[src/rtl/countdown_pkg.sv]
// -----------------------------------------------------------------------------
// countdown_pkg
// Shared types and helpers for the countdown timer slice.
//   state_t      : timer control state (IDLE, RUN).
//   presc_width(): bit width needed for a prescaler counting 0..PRESCALE-1,
//                  never less than 1 so PRESCALE=1 still yields a legal vector.
// -----------------------------------------------------------------------------
package countdown_pkg;

    typedef enum logic {
        IDLE = 1'b0,
        RUN  = 1'b1
    } state_t;

    localparam int PRESC_W_MIN = 1;

    function automatic int presc_width(input int presc);
        int w;
        w = $clog2(presc);
        return (w < PRESC_W_MIN) ? PRESC_W_MIN : w;
    endfunction

endpackage

[src/rtl/countdown_timer_clk_prescaler.sv]
// -----------------------------------------------------------------------------
// clk_prescaler
// Divides an advance qualifier into one strobe every PRESCALE advanced cycles.
// Progress is kept while adv is low, so pauses only delay the next strobe.
//   Parameters : PRESCALE (1 .. 2^16) advanced cycles per strobe
//   Ports      : clk     in  clock, rising edge
//                rst     in  synchronous active-high reset
//                clr     in  restart the count from 0 (load)
//                adv     in  count this cycle
//                strobe  out high in the advanced cycle that completes a period
// -----------------------------------------------------------------------------
module clk_prescaler
    import countdown_pkg::*;
#(
    parameter int PRESCALE = 1
) (
    input  logic clk,
    input  logic rst,
    input  logic clr,
    input  logic adv,
    output logic strobe
);

    localparam int              PW   = presc_width(PRESCALE);
    localparam logic [PW-1:0]   LAST = PW'(PRESCALE - 1);

    logic [PW-1:0] r_cnt;
    logic          w_at_last;

    assign w_at_last = (r_cnt == LAST);

    // With PRESCALE=1 LAST is 0 and r_cnt never leaves 0, so strobe == adv.
    assign strobe = adv && w_at_last;

    always_ff @(posedge clk) begin
        if (rst || clr) begin
            r_cnt <= '0;
        end else if (adv) begin
            r_cnt <= w_at_last ? '0 : r_cnt + PW'(1);
        end
    end

endmodule

[src/rtl/countdown_timer.sv]
// -----------------------------------------------------------------------------
// countdown_timer
// Loadable down-counter. Loaded with a start value, it decrements once per
// prescaled enable strobe and pulses done for one cycle at terminal count.
// Optional build macro COUNTDOWN_AUTORELOAD_EN: the terminal event reloads the
// last loaded value and keeps running, giving a periodic done pulse.
//   Parameters : WIDTH    (2..32)    width of load_val / count
//                PRESCALE (1..2^16)  enabled cycles per decrement
//   Ports      : clk       in  clock, rising edge
//                rst       in  synchronous active-high reset
//                load      in  capture load_val and start (0 means stop)
//                load_val  in  start / reload value
//                en        in  run permission; low freezes count and prescaler
//                count     out remaining count (registered)
//                busy      out high while running (registered)
//                done      out one-cycle terminal pulse (registered)
// -----------------------------------------------------------------------------
module countdown_timer
    import countdown_pkg::*;
#(
    parameter int WIDTH    = 8,
    parameter int PRESCALE = 1
) (
    input  logic             clk,
    input  logic             rst,
    input  logic             load,
    input  logic [WIDTH-1:0] load_val,
    input  logic             en,
    output logic [WIDTH-1:0] count,
    output logic             busy,
    output logic             done
);

    state_t           r_state;
    state_t           w_state_next;
    logic [WIDTH-1:0] r_count;
    logic [WIDTH-1:0] w_count_next;
    logic             r_done;
    logic             w_done_next;
    logic             w_adv;
    logic             w_strobe;
`ifdef COUNTDOWN_AUTORELOAD_EN
    logic [WIDTH-1:0] r_reload;
    logic [WIDTH-1:0] w_reload_next;
`endif

    // The prescaler only moves while running and permitted; a load restarts it.
    assign w_adv = (r_state == RUN) && en;

    clk_prescaler #(
        .PRESCALE (PRESCALE)
    ) u_prescaler (
        .clk    (clk),
        .rst    (rst),
        .clr    (load),
        .adv    (w_adv),
        .strobe (w_strobe)
    );

    always_comb begin
        w_state_next  = r_state;
        w_count_next  = r_count;
        w_done_next   = 1'b0;
`ifdef COUNTDOWN_AUTORELOAD_EN
        w_reload_next = r_reload;
`endif
        if (load) begin
            // Load outranks a same-cycle decrement or terminal event, so no done.
            w_count_next  = load_val;
            w_state_next  = (load_val != '0) ? RUN : IDLE;
`ifdef COUNTDOWN_AUTORELOAD_EN
            w_reload_next = load_val;
`endif
        end else if (w_strobe) begin
            // w_strobe implies RUN. Compare with >1 so the count cannot wrap.
            if (r_count > WIDTH'(1)) begin
                w_count_next = r_count - WIDTH'(1);
            end else begin
                w_done_next  = 1'b1;
`ifdef COUNTDOWN_AUTORELOAD_EN
                w_count_next = r_reload;
`else
                w_count_next = '0;
                w_state_next = IDLE;
`endif
            end
        end
    end

    always_ff @(posedge clk) begin
        if (rst) begin
            r_state  <= IDLE;
            r_count  <= '0;
            r_done   <= 1'b0;
`ifdef COUNTDOWN_AUTORELOAD_EN
            r_reload <= '0;
`endif
        end else begin
            r_state  <= w_state_next;
            r_count  <= w_count_next;
            r_done   <= w_done_next;
`ifdef COUNTDOWN_AUTORELOAD_EN
            r_reload <= w_reload_next;
`endif
        end
    end

    assign count = r_count;
    assign busy  = (r_state == RUN);
    assign done  = r_done;

endmodule
[config.mk]
export PLATFORM = sky130hd
export DESIGN_NAME = countdown_timer
export DESIGN_NICKNAME = d
export VERILOG_FILES = /design/src/rtl/countdown_pkg.sv /design/src/rtl/countdown_timer_clk_prescaler.sv /design/src/rtl/countdown_timer.sv
export SDC_FILE = /design/constraint.sdc
export NUM_CORES = 1
export LEC_CHECK = 0
export ABC_AREA = 1
export BUFFER_PORTS_ARGS = -buffer_cell sky130_fd_sc_hd__buf_2
export CAP_MARGIN = 0
export CORE_MARGIN = 1
export CORE_UTILIZATION = 35
export DETAILED_ROUTE_END_ITERATION = 7
export GPL_TIMING_DRIVEN = 0
export PLACE_DENSITY = 0.57
export SYNTH_ARGS = -nofsm -noshare
export SYNTH_HDL_FRONTEND = slang
export SYNTH_SLANG_ARGS = --single-unit
[constraint.sdc]
create_clock -name clk -period 2.3 [get_ports clk]
set_input_delay 0.23 -clock clk [delete_from_list [all_inputs] [get_ports clk]]
set_output_delay 0.23 -clock clk [all_outputs]
set_load 0.01 [all_outputs]
==> flow_summary.ini <==
[status]
run_status = finished clean

[synthesis]
synthesis.nets = 122
synth_top_area_share_pct = 29.3
synth.distinct_cells = 20
synthXorXnorAreaFrac_pct = 2.56
synth_area_leader_cell = dfxtp_1
syn_area_um2 = 684
synth_compound_area_share_pct = 16.5
syn_inst = 108
yosysSeqAreaShare_pct = 29.3
synth.top_cells.by_area = dfxtp_1 29%, inv_1 12%, nand2_1 11%
syn_area_per_cell_um2 = 6.34
ys_warn_count = 0
synth_mux_area_share_pct = 0
synth_top_family_by_area = simple AND/OR/NAND/NOR gates
yosys.area_share.simple_pct = 32.9
synthAdderAreaFrac_pct = 3.66
ys_seq_elements = 10

[placement]
portBuffers = 20
pre_cts_slack_ns = 0.772
dpl_cell_area_um2 = 816
gp_congestion = 0.780
dp_cells = 153
post-dp-hpwl_um = 1320

[layout]
diodes = 0
fillCellCount = 203
drive_gt1_share_pct = 22.9
nets = 147
final_cell_area_um2 = 838
final_cells = 156
area_growth_pct = 22.5
finish.utilization_pct = 47.0

[global_routing]
track_usage_pct = 18.4
grt_first_pass_wirelength_um = 2770
grt_max_degree = 11
grt_overflow_total = 0
antenna_found_initial = 0
grt_pass1_vias = 662

[worst_setup_path]
path_max_fanout = 5
endpoint_kind = register
startpoint_type = register
worstPathArrival_ns = 1.75
path_class = reg -> reg
cp.required_ns = 2.50

[clock_network]
cts-htree-levels = 1
path_clk_slew_ns = 0.07
cts_buffer_depth = 2
clkLatencyLatePin_ns = 0.28
clockRootBuffer = clkbuf_4
cts_hold_buf = 0
postCtsResizedCells = 0
cts.sinks = 10
cts_tree = yes
cts_setup_buffers = 0
numCtsBuffers = 3

[power_and_ir_drop]
power_density_nw_per_um2 = 576
peakVddDrop_v = 0.000406
finalPower_mw = 0.483
p_leak_nw = 0.443

[die]
fp.coreArea_um2 = 1780
fp-row-count = 15
die_area_um2 = 2140
ioPinCount = 22
die_w_um = 46.2
initial_core_util_pct = 38.4
die_h_um = 46.2

[timing]
finalSetupViolCount = 0
slew_viol_final = 0
tightestPinTransition_ns = 0.483
timing.final.crit_share_pct = 67.1
max_freq_mhz = 648
layout_setup_ws_ns = 0.757
clock_skew_ns = 0.00481
slew_headroom_pct = 67.8
tns_ns = 0
hold_viol_final = 0
period_needed_ns = 1.54
rsz0062_at_grt = false
holdWs_ns = 0.219

[job]
maxCapViolCount = 0

[route]
wire_per_inst_um = 10.8
first_pass_iters = 4
antenna_left = 0
drc = 0
vias = 753
viasPerCell = 4.83
wirelength_um = 1680
first_iter_violations = 10

[min_path]
hp-class = in -> reg
[cell usage after synthesis]
cell	count
nand4_1	4
buf_1	1
o21ba_1	1
dfxtp_1	10
nor3_1	2
nand2_1	20
ha_1	2
nand2_2	2
inv_4	1
nand2_4	1
nand3_2	1
o22ai_1	6
a21oi_1	8
o21ai_0	5
inv_1	22
buf_6	1
nor2_1	12
nand3_1	6
xor2_1	2
nor2_2	1
[cell type report]
cell class | instances | area [um2] | area share [%]
multi-input cells | 73 | 380 | 45.4
plain buffers | 2 | 15.0 | 1.79
repair buffers | 20 | 100 | 11.9
inverters | 23 | 88.8 | 10.6
well taps | 25 | 31.3 | 3.73
flip-flops and latches | 10 | 200 | 23.9
clock buffers | 3 | 22.5 | 2.69
[worst max-delay path, stage by stage (launching register included)]
cell and delay (ns):
dfxtp_1 0.38, inv_1 0.12, ha_1 0.28, o21ai_0 0.19
nor2_1 0.07, nor2_1 0.20, nand3_1 0.10, a21oi_1 0.13
[placed cells by master, fill, tap and decap left out, types with 4 or more instances in the layout]
cell type	synthesis	layout
a21oi_1	8	8
buf_2	0	20
dfxtp_1	10	10
inv_1	22	22
nand2_1	20	20
nand3_1	6	6
nand4_1	4	4
nor2_1	12	12
o21ai_0	5	5
o22ai_1	6	6
[flip-flops by register name (all words and copies together) (netlist names)]
register,cells
busy,1
count,8
done,1
[power breakdown]
part | leakage [nW] | internal (mW) | total [mW] | switching (mW)
registers | 0.0826 | 0.187 | 0.201 | 0.0147
logic | 0.347 | 0.0610 | 0.155 | 0.0938
clock network | 0.0138 | 0.0608 | 0.127 | 0.0664
total | 0.443 | 0.308 | 0.483 | 0.175
[per-layer routing]
metal  global-route usage, %  share of wire (%)  up-vias  wire [um]
met3                    5.88                6.1        2        103
met2                    29.3                 46       28        778
met4                    3.53               0.77        0         13
li1                        -                  -      392          -
met5                       0                  0        -          0
met1                    24.1                 47      331        788
[worst paths after layout]
check / start / endpoint / slack, ns / depth (start not counted)
max: count[0] / count[7] / 0.76 / 7
min: load_val[5] / count[5] / 0.22 / 3
max reg2reg: count[0] / count[7] / 0.76 / 7
min reg2reg: busy / busy / 0.51 / 2
[cell families after synthesis]
group	after synthesis
and+or+nand+nor	49
buffers and inverters	25
AOI/OAI and AO/OA	20
DFF	10
xor gates and xnor gates	2
adders and majority gates	2
Note: power is estimated with default switching activity, not from simulation.
